[src/rtl/cuenta_bits.sv]
// -----------------------------------------------------------------------------
// cuenta_bits
// Sequential bit counter. On an accepted start it loads an N-bit operand
// (optionally inverted so that zeros are counted) into a shift register and
// accumulates one bit per clock, LSB first, into Cuenta. fin flags a valid
// result and stays high until the next start; ocupado is high while shifting.
//
// Parameters:
//   N      operand width (>= 1)
//   EARLY  1 = stop as soon as no ones remain in the shift register
//          0 = always shift N times (data-independent latency)
//
// Ports:
//   clk      in   system clock, rising edge
//   reset    in   asynchronous, active-high reset
//   Valor    in   operand, sampled only on the edge that accepts start
//   start    in   request, level-sampled in REPOSO and DONE
//   modo     in   sampled with Valor: 0 = count ones, 1 = count zeros
//   Cuenta   out  accumulated count, valid while fin = 1
//   fin      out  result valid (state DONE)
//   ocupado  out  operation in progress (state SHIFT)
// -----------------------------------------------------------------------------
module cuenta_bits #(
   parameter int N     = 8,
   parameter bit EARLY = 1'b0,
   localparam int CW   = $clog2(N + 1)
) (
   input  logic          clk,
   input  logic          reset,
   input  logic [N-1:0]  Valor,
   input  logic          start,
   input  logic          modo,
   output logic [CW-1:0] Cuenta,
   output logic          fin,
   output logic          ocupado
);

   // Index counter needs at least one bit, even for N = 1.
   localparam int KW = (N > 1) ? $clog2(N) : 1;
   localparam logic [KW-1:0] K_LAST = KW'(N - 1);

   typedef enum logic [1:0] {
      REPOSO = 2'd0,
      SHIFT  = 2'd1,
      DONE   = 2'd2
   } state_t;

   state_t        state_q, state_d;
   logic [N-1:0]  q_q, q_d;
   logic [CW-1:0] a_q, a_d;
   logic [KW-1:0] k_q, k_d;
   logic          fin_q, ocupado_q;
   logic          last_s;

   // Next-state and datapath update for the shift-and-accumulate FSM.
   always_comb begin
      state_d = state_q;
      q_d     = q_q;
      a_d     = a_q;
      k_d     = k_q;
      // Last shift either after N bits or, in early mode, once the bits still
      // to be examined are all zero (they could not change the count).
      last_s  = (k_q == K_LAST) || (EARLY && ((q_q >> 1) == '0));

      case (state_q)
         REPOSO, DONE: begin
            if (start) begin
               q_d     = modo ? ~Valor : Valor;
               a_d     = '0;
               k_d     = '0;
               state_d = SHIFT;
            end else begin
               state_d = state_q;
            end
         end
         SHIFT: begin
            a_d = a_q + CW'(q_q[0]);
            q_d = q_q >> 1;
            k_d = k_q + KW'(1);
            if (last_s) begin
               state_d = DONE;
            end else begin
               state_d = SHIFT;
            end
         end
         default: begin
            state_d = REPOSO;
         end
      endcase
   end

   // State, datapath and registered status flags (decoded from next state so
   // they match the state register cycle for cycle).
   always_ff @(posedge clk or posedge reset) begin
      if (reset) begin
         state_q   <= REPOSO;
         q_q       <= '0;
         a_q       <= '0;
         k_q       <= '0;
         fin_q     <= 1'b0;
         ocupado_q <= 1'b0;
      end else begin
         state_q   <= state_d;
         q_q       <= q_d;
         a_q       <= a_d;
         k_q       <= k_d;
         fin_q     <= (state_d == DONE);
         ocupado_q <= (state_d == SHIFT);
      end
   end

   assign Cuenta  = a_q;
   assign fin     = fin_q;
   assign ocupado = ocupado_q;

endmodule

[config.mk]
export PLATFORM = sky130hd
export DESIGN_NAME = cuenta_bits
export DESIGN_NICKNAME = d
export VERILOG_FILES = /design/src/rtl/cuenta_bits.sv
export SDC_FILE = /design/constraint.sdc
export NUM_CORES = 1
export LEC_CHECK = 0
export ABC_AREA = 1
export CAP_MARGIN = 10
export CORE_MARGIN = 3
export CORE_UTILIZATION = 38
export DETAILED_ROUTE_END_ITERATION = 10
export PLACE_DENSITY = 0.7
export SYNTH_ARGS = -nofsm -noshare
export SYNTH_HDL_FRONTEND = slang
export SYNTH_SLANG_ARGS = --single-unit
[constraint.sdc]
create_clock -name clk -period 2 [get_ports clk]
set_input_delay 0.2 -clock clk [delete_from_list [all_inputs] [get_ports clk]]
set_output_delay 0.2 -clock clk [all_outputs]
set_load 0.03 [all_outputs]
### Word-level counts from Yosys, hierarchy flattened

Index checks and enable logic that the tools add are counted.

* register bits after elaboration: 19
* input port bits: 12
* output and inout port bits: 6
* word-level logic and storage cells: 29

* add/subtract/negate cells: 2
* equality and inequality tests: 6
* muxes and demuxes: 10
* bitwise operators: 1
* reduce and logical (&&, ||, !) cells: 4

Operators with widths (count)
* 2-to-1 mux 8 bit: 2
* case mux 8 bit (2 select lines): 1
* NOT 8 bit: 1
* case mux 4 bit (2 select lines): 1
* case mux 3 bit (2 select lines): 1
* adder 4 x 1 -> 4 bit: 1
* == test 2 x 1 -> 1 bit (second input constant): 2
* == test 2 bit (second input constant): 2
* 2-to-1 mux 2 bit: 2
* 2-to-1 mux 4 bit: 1
* case mux 2 bit (2 select lines): 1
* adder 3 x 1 -> 3 bit (second input constant): 1
* == test 3 bit (second input constant): 1
* 2-to-1 mux 3 bit: 1
* logical NOT 2 bit: 1
* != test 2 bit (second input constant): 1
* AND reduction 2 bit: 1
* nonzero test 2 bit: 1
* OR reduction 2 bit: 1

### Longest topological paths before layout

Gate-level depths: netlist (run 1).

* depth after elaboration: 4
* mapped depth: 6
* depth with buffers taken out: 5

### Worst setup path after synthesis (run 1)

OpenSTA, ideal clock, no wires.

* path kind: register to register
* from: register a_q[0], in the netlist Cuenta[0]
* to: register a_q[2], in the netlist Cuenta[2]
* data arrival time: 1.112 ns
* required time: 1.878 ns
* path slack: 0.767 ns
* stages on the path, launching flop included: 5
* clock period less this slack: 1.233 ns
* cells stage by stage: dfrtp_1 -> ha_1 -> ha_1 -> xnor2_1 -> o21ai_1

* word-level cells in the longest chain between the ends: 2

RTL lines
* start: declaration: RTL line 50 `logic [CW-1:0] a_q, a_d;`
* start signal: assignment: RTL line 98 `a_q <= '0;`
* start signal: assignment: RTL line 105 `a_q <= a_d;`
* adder 4 x 1 -> 4 bit: RTL line 77 `a_d = a_q + CW'(q_q[0]);`
* case mux 4 bit (2 select lines): RTL line 65 `case (state_q)`

Every way passes these cells.
A chain may end at the register's enable or synchronous reset.

### Worst setup path in the final report (run 1)

* from: register a_q[2], in the netlist Cuenta[2]
* to: output Cuenta[2]

RTL lines
* end: declaration: RTL line 33 `output logic [CW-1:0] Cuenta,`

No word-level cell between the ends.

==> results of run 1 <==
flip-flops by register name, indices dropped and copies added, names as in the netlist:
name     cells
k_q          3
Cuenta       4
state_q      2
ocupado      1
q_q          8
fin          1
how the worst max path moves through the flow:
stage              start        end  slack [ns]  cells past startpoint
2_1_floorplan  Cuenta[0]  Cuenta[2]        0.77                      4
3_3_place_gp       start     k_q[0]        0.56                      6
3_5_place_dp       start     k_q[0]        0.50                      6
4_1_cts        Cuenta[2]  Cuenta[2]        0.37                      1
5_1_grt        Cuenta[1]  Cuenta[1]        0.33                      1
6_report       Cuenta[2]  Cuenta[2]        0.37                      1
power by group through the flow:
stage | clock [uW] | combinational [uW] | sequential [uW]
6_report | 200 | 741 | 656
3_3_place_gp | 0 | 726 | 658
3_5_place_dp | 0 | 755 | 666
2_1_floorplan | 0 | 480 | 735
4_1_cts | 204 | 759 | 658
5_1_grt | 219 | 872 | 681
cell families (layout without fill, tap and decap cells):
| logic type | count (synthesis) | in the layout | share of synthesized area (%) |
|---|---|---|---|
| flops | 19 | 19 | 48.3 |
| compound gates | 13 | 13 | 7.12 |
| buf+inv | 19 | 37 | 8.52 |
| fa+ha+maj | 4 | 4 | 5.09 |
| xor+xnor | 1 | 1 | 0.891 |
| simple gates | 70 | 70 | 30.0 |
stage by stage:
stage	instance area [um^2]	worst slack, ns
CTS	1190	0.369
global placement	1160	0.561
detailed placement	1160	0.497
global route	1190	0.329
finish	1190	0.368
floorplan	983	0.767
routing by layer:
layer  part of all wire (%)  wire (um)  vias up
met2                     43        792       23
li1                       -          -      431
met5                      0          0        -
met3                    5.0         92        5
met4                    3.1         57        0
met1                     48        882      363
synthesized netlist by cell type (all sizes together):
cell and n:
or2 2, nand3 12, buf 3, ha 4, o31ai 2, xnor2 1
o21ai 11, inv 16, nor2 5, dfrtp 19, nand2 51
area by class of cell:
class | instances | area, um^2
Timing Repair Buffer | 17 | 170
Multi-Input combinational cell | 88 | 424
Clock buffer | 3 | 22.5
Sequential cell | 19 | 475
Inverter | 16 | 60.1
Fill cell | 249 | 1150
Clock inverter | 1 | 5.00
Tap cell | 28 | 35.0
==> reports/results.tsv, run 1 <==
stage	metric	value	unit
flow_run	maxCapViolCount	0	
timing	worst_pin_slew	0.707	ns
power_and_ir_drop	pwr_density_cell	1340	nW/um^2
drt	wl_per_cell	10.6	um
critical_path	required	1.80	ns
critical_path	reg2reg_to	q_q[4]	
drt	drtIter0Drc	20	
power_and_ir_drop	switching_power	687	uW
floorplan	initial_core_util	42.0	%
place	gp_congestion	0.685	
timing	drv_slew	0	
clock_network	h-tree-depth	1	
synth	syn_inst	126	
cells_and_area	area_delta_synth_final	21.2	%
worst_hold_path	holdCritPathClass	in -> async	
global_routing	grt_use_met3	1.61	%
clock_network	clockRootBuffer	clkbuf_4	
cells_and_area	final_nets	161	
clock_network	cts_tree	yes	
cells_and_area	final_cell_mix	nand2_1, dfrtp_1, clkdlybuf4s50_1	
clock_network	cts_max_path_buffers	2	
cells_and_area	finalNonFillerCells	172	
outcome	status	finished clean	
global_routing	grt_antenna_before_repair	0	
critical_path	r2r_slack	0.78	ns
synth	synth.ff_latch_count	19	
drt	drt-pass1-iter-count	4	
synth	synth_top_area_share	48.3	%
floorplan	core_area	2340	um^2
power_and_ir_drop	leakage	0.000605	uW
power_and_ir_drop	power.total	1600	uW
timing	hold_viol_final	0	
synth	synth_nets	142	
clock_network	clk_pin_slew	0.12	ns
critical_path	crit_arrival	1.43	ns
critical_path	crit_chain	clkdlybuf4s50_1	
synth	synthTopCellsByArea	dfrtp_1, nand2_1, nand3_1	
critical_path	r2r_start	state_q[0]	
global_routing	grt_pass1_vias	808	
cells_and_area	layout_commonest_cell	nand2_1	
cells_and_area	finalCoreUtilization	51.0	%
drt	wl	1.83	mm
power_and_ir_drop	ir_drop	0.619	mV
drt	vias	822	
power_and_ir_drop	internal_power	910	uW
floorplan	die-width	56.9	um
critical_path	startpoint_type	register	
clock_network	clkLatencyLatePin	0.31	ns
critical_path	rr_worst_depth	5	
global_routing	grt-ovfl-total	0	
critical_path	end_kind	primary output	
synth	ys_seq_area_share	48.3	%
timing	rsz0062_at_grt	false	
power_and_ir_drop	seqPwrFrac	41.1	%
power_and_ir_drop	sw_frac_of_total	43.0	%
clock_network	post_cts_buffers	0	
critical_path	critPathTopFamily	buffers and inverters	
timing	hold_ws	0.286	ns
floorplan	ios	18	
clock_network	numCtsBuffers	3	
place	portBuffers	17	
floorplan	fp.dieH	56.9	um
drt	ant_nets	0	
clock_network	cts.sinks	19	
synth	synth_area_leader_cell	dfrtp_1	
timing	max_slew_margin	52.8	%
timing	setup_viol	0	
synth	synth.distinct_cells	18	
cells_and_area	num_antenna_cells	0	
floorplan	dieArea	3230	um^2
cells_and_area	drive_gt1_share	6.94	%
synth	synth_area	983	um^2
clock_network	post_cts_resized	0	
drt	vias_per_cell	4.78	
timing	max_freq	613	MHz
critical_path	cp_num_buf_inv	1	
place	dp_hpwl	1.38	mm
timing	finClkSkew	0.0140	ns
place	placed_cells	168	
global_routing	met2_usage	21.3	%
synth	yosysWarnings	0	
critical_path	slowest_delay	0.69	ns
critical_path	worstSetupPathType	reg -> out	
timing	fin_tns_setup	0	ns
critical_path	critPathSlowestCell	clkdlybuf4s50_1	
critical_path	path_max_fanout	4	
global_routing	met1_usage	16.3	%
clock_network	holdBufCountCts	0	
global_routing	grt.busiest_layer	met2	
global_routing	grt_usage	13.2	%
floorplan	rows	17	
global_routing	grt_pass1_wl	3.37	mm
drt	drc	0	
timing	period_needed	1.63	ns
synth	avgSynthCellArea	7.81	um^2
global_routing	grt_max_degree	20	
timing	period_share	81.6	%
power_and_ir_drop	p_clk_share	12.5	%
power_and_ir_drop	pwr-share-comb	46.4	%
(Power assumes the default switching activity.)
==> run 2: changes to the inputs <==
PLACE_DENSITY = 0.72   (was 0.7)
clock period = 1.4 ns   (was 2 ns; I/O delays follow)
==> run 2 against run 1 <==
Clock-buffer cell count rose by 1. Largest power group unchanged. Sequential share of layout area fell by 0.94 points. Sequential cell count did not move. Clock power rose by 35%. First-iteration DRC count fell by 35%. Die area did not move. Total power rose by 44%. Worst setup slack got worse by 0.23 ns.
==> reports/results.tsv, run 2 (same netlist as run 1, synthesis figures left out) <==
stage	metric	value	unit	change
drt	vias	826		+0.49%
timing	fin_tns_setup	0	ns	unchanged
cells_and_area	area_delta_synth_final	24.2	%	
place	portBuffers	17		unchanged
timing	max_slew_margin	79.0	%	+26 points
power_and_ir_drop	power.total	2300	uW	+44%
critical_path	r2r_start	state_q[1]		
global_routing	grt_pass1_vias	802		-0.74%
floorplan	dieArea	3230	um^2	unchanged
global_routing	grt_usage	13.4	%	+0.19 points
clock_network	cts_tree	yes		
drt	ant_nets	0		unchanged
power_and_ir_drop	leakage	0.000644	uW	+6.5%
floorplan	core_area	2340	um^2	unchanged
global_routing	grt_max_degree	20		unchanged
place	dp_hpwl	1.44	mm	+4.0%
drt	wl_per_cell	10.9	um	+3.1%
clock_network	numCtsBuffers	3		unchanged
critical_path	end_kind	primary output		
floorplan	rows	17		unchanged
floorplan	die-width	56.9	um	unchanged
timing	period_needed	1.26	ns	
critical_path	critPathTopFamily	flip-flops		
clock_network	post_cts_buffers	0		unchanged
critical_path	reg2reg_to	q_q[2]		
critical_path	critPathSlowestCell	dfrtp_1		
clock_network	clk_pin_slew	0.10	ns	-0.02 ns
clock_network	holdBufCountCts	0		unchanged
outcome	status	finished clean		
drt	drtIter0Drc	13		-35%
floorplan	initial_core_util	42.0	%	unchanged
floorplan	fp.dieH	56.9	um	unchanged
critical_path	path_max_fanout	4		unchanged
floorplan	ios	18		unchanged
timing	drv_slew	0		unchanged
power_and_ir_drop	ir_drop	0.864	mV	+40%
drt	drc	0		unchanged
cells_and_area	final_cell_mix	nand2_1, dfrtp_1, inv_1		
drt	drt-pass1-iter-count	4		unchanged
power_and_ir_drop	pwr_density_cell	1880	nW/um^2	+41%
global_routing	grt_pass1_wl	3.38	mm	+0.21%
clock_network	cts.sinks	19		unchanged
clock_network	cts_max_path_buffers	2		unchanged
timing	hold_viol_final	0		unchanged
critical_path	r2r_slack	0.23	ns	-0.55 ns
global_routing	grt_antenna_before_repair	0		unchanged
critical_path	slowest_delay	0.42	ns	-0.27 ns
global_routing	grt-ovfl-total	0		unchanged
critical_path	required	1.26	ns	-0.54 ns
timing	max_freq	793	MHz	
flow_run	maxCapViolCount	0		unchanged
critical_path	startpoint_type	register		
drt	vias_per_cell	4.67		-2.4%
critical_path	cp_num_buf_inv	1		unchanged
clock_network	clkLatencyLatePin	0.29	ns	-0.02 ns
cells_and_area	largest_register_ffs	8		unchanged
cells_and_area	layout_commonest_cell	nand2_1		
timing	finClkSkew	0.00213	ns	-0.0119 ns
cells_and_area	final_nets	166		+3.1%
critical_path	crit_chain	dlygate4sd2_1		
cells_and_area	top_register	q_q		
cells_and_area	num_antenna_cells	0		unchanged
timing	rsz0062_at_grt	false		
critical_path	worstSetupPathType	reg -> out		
place	gp_congestion	0.718		+4.8%
critical_path	crit_arrival	1.12	ns	-0.31 ns
clock_network	h-tree-depth	1		unchanged
timing	worst_pin_slew	0.314	ns	-0.393 ns
clock_network	clockRootBuffer	clkbuf_4		
critical_path	rr_worst_depth	5		unchanged
worst_hold_path	holdCritPathClass	in -> async		
timing	hold_ws	0.171	ns	-0.114 ns
timing	period_share	90.1	%	
drt	wl	1.94	mm	+6.1%
timing	setup_viol	0		unchanged
cells_and_area	drive_gt1_share	9.40	%	+2.5 points
[run 2: changes by cell type in the layout (fill, tap and decap cells not counted)]
cell / change
clkbuf_1: +1
dlygate4sd2_1: +6
buf_4: +5
clkdlybuf4s50_1: -6
clkinv_2: -1
[run 2: what timing repair did]
item | in CTS | in global routing
endpoints found under the setup margin | 6 | 0
endpoints found under the hold margin | 0 | 0
gates resized for setup | 6 | 0
[run 2: worst max path at each step]
stage / start / to / slack (ns) / cells after the start
finish: Cuenta[2] / Cuenta[2] / 0.14 / 1
floorplan: Cuenta[0] / Cuenta[2] / 0.17 / 4
global route: state_q[1] / Cuenta[3] / 0.08 / 5
detailed placement: start / q_q[7] / 0.04 / 7
global placement: start / k_q[0] / 0.09 / 7
CTS: Cuenta[2] / Cuenta[2] / 0.12 / 1
[run 2: metrics by stage]
stage          setup WS, ns  utilization, %  cells  cell area [um^2]
2_1_floorplan         0.167               -    126               983
3_3_place_gp         0.0939            51.4    173              1200
3_5_place_dp         0.0385            51.4    173              1200
4_1_cts               0.124            52.2    177              1220
5_1_grt              0.0760            52.2    177              1220
6_report              0.139            52.2    177              1220
[run 2: final cells by class]
| class | instances | area (um^2) |
|---|---|---|
| inverter | 16 | 60.1 |
| clock buffer | 4 | 26.3 |
| fill | 238 | 1120 |
| tap | 28 | 35.0 |
| sequential | 19 | 475 |
| timing repair buffer | 22 | 200 |
| multi-input combinational | 88 | 424 |
[run 2: report_power, final]
part | internal, uW | total (uW) | switching (uW)
sequential | 786 | 939 | 153
combinational | 415 | 1090 | 676
clock | 111 | 270 | 159
total | 1310 | 2300 | 988
[run 2: layer usage]
metal | part of all wire, % | track usage, % | vias up
met5 | 0 | 0 | -
met4 | 2.4 | 8.94 | 0
met3 | 5.6 | 1.61 | 5
met2 | 48 | 22.6 | 23
met1 | 44 | 15.8 | 362
li1 | - | - | 436
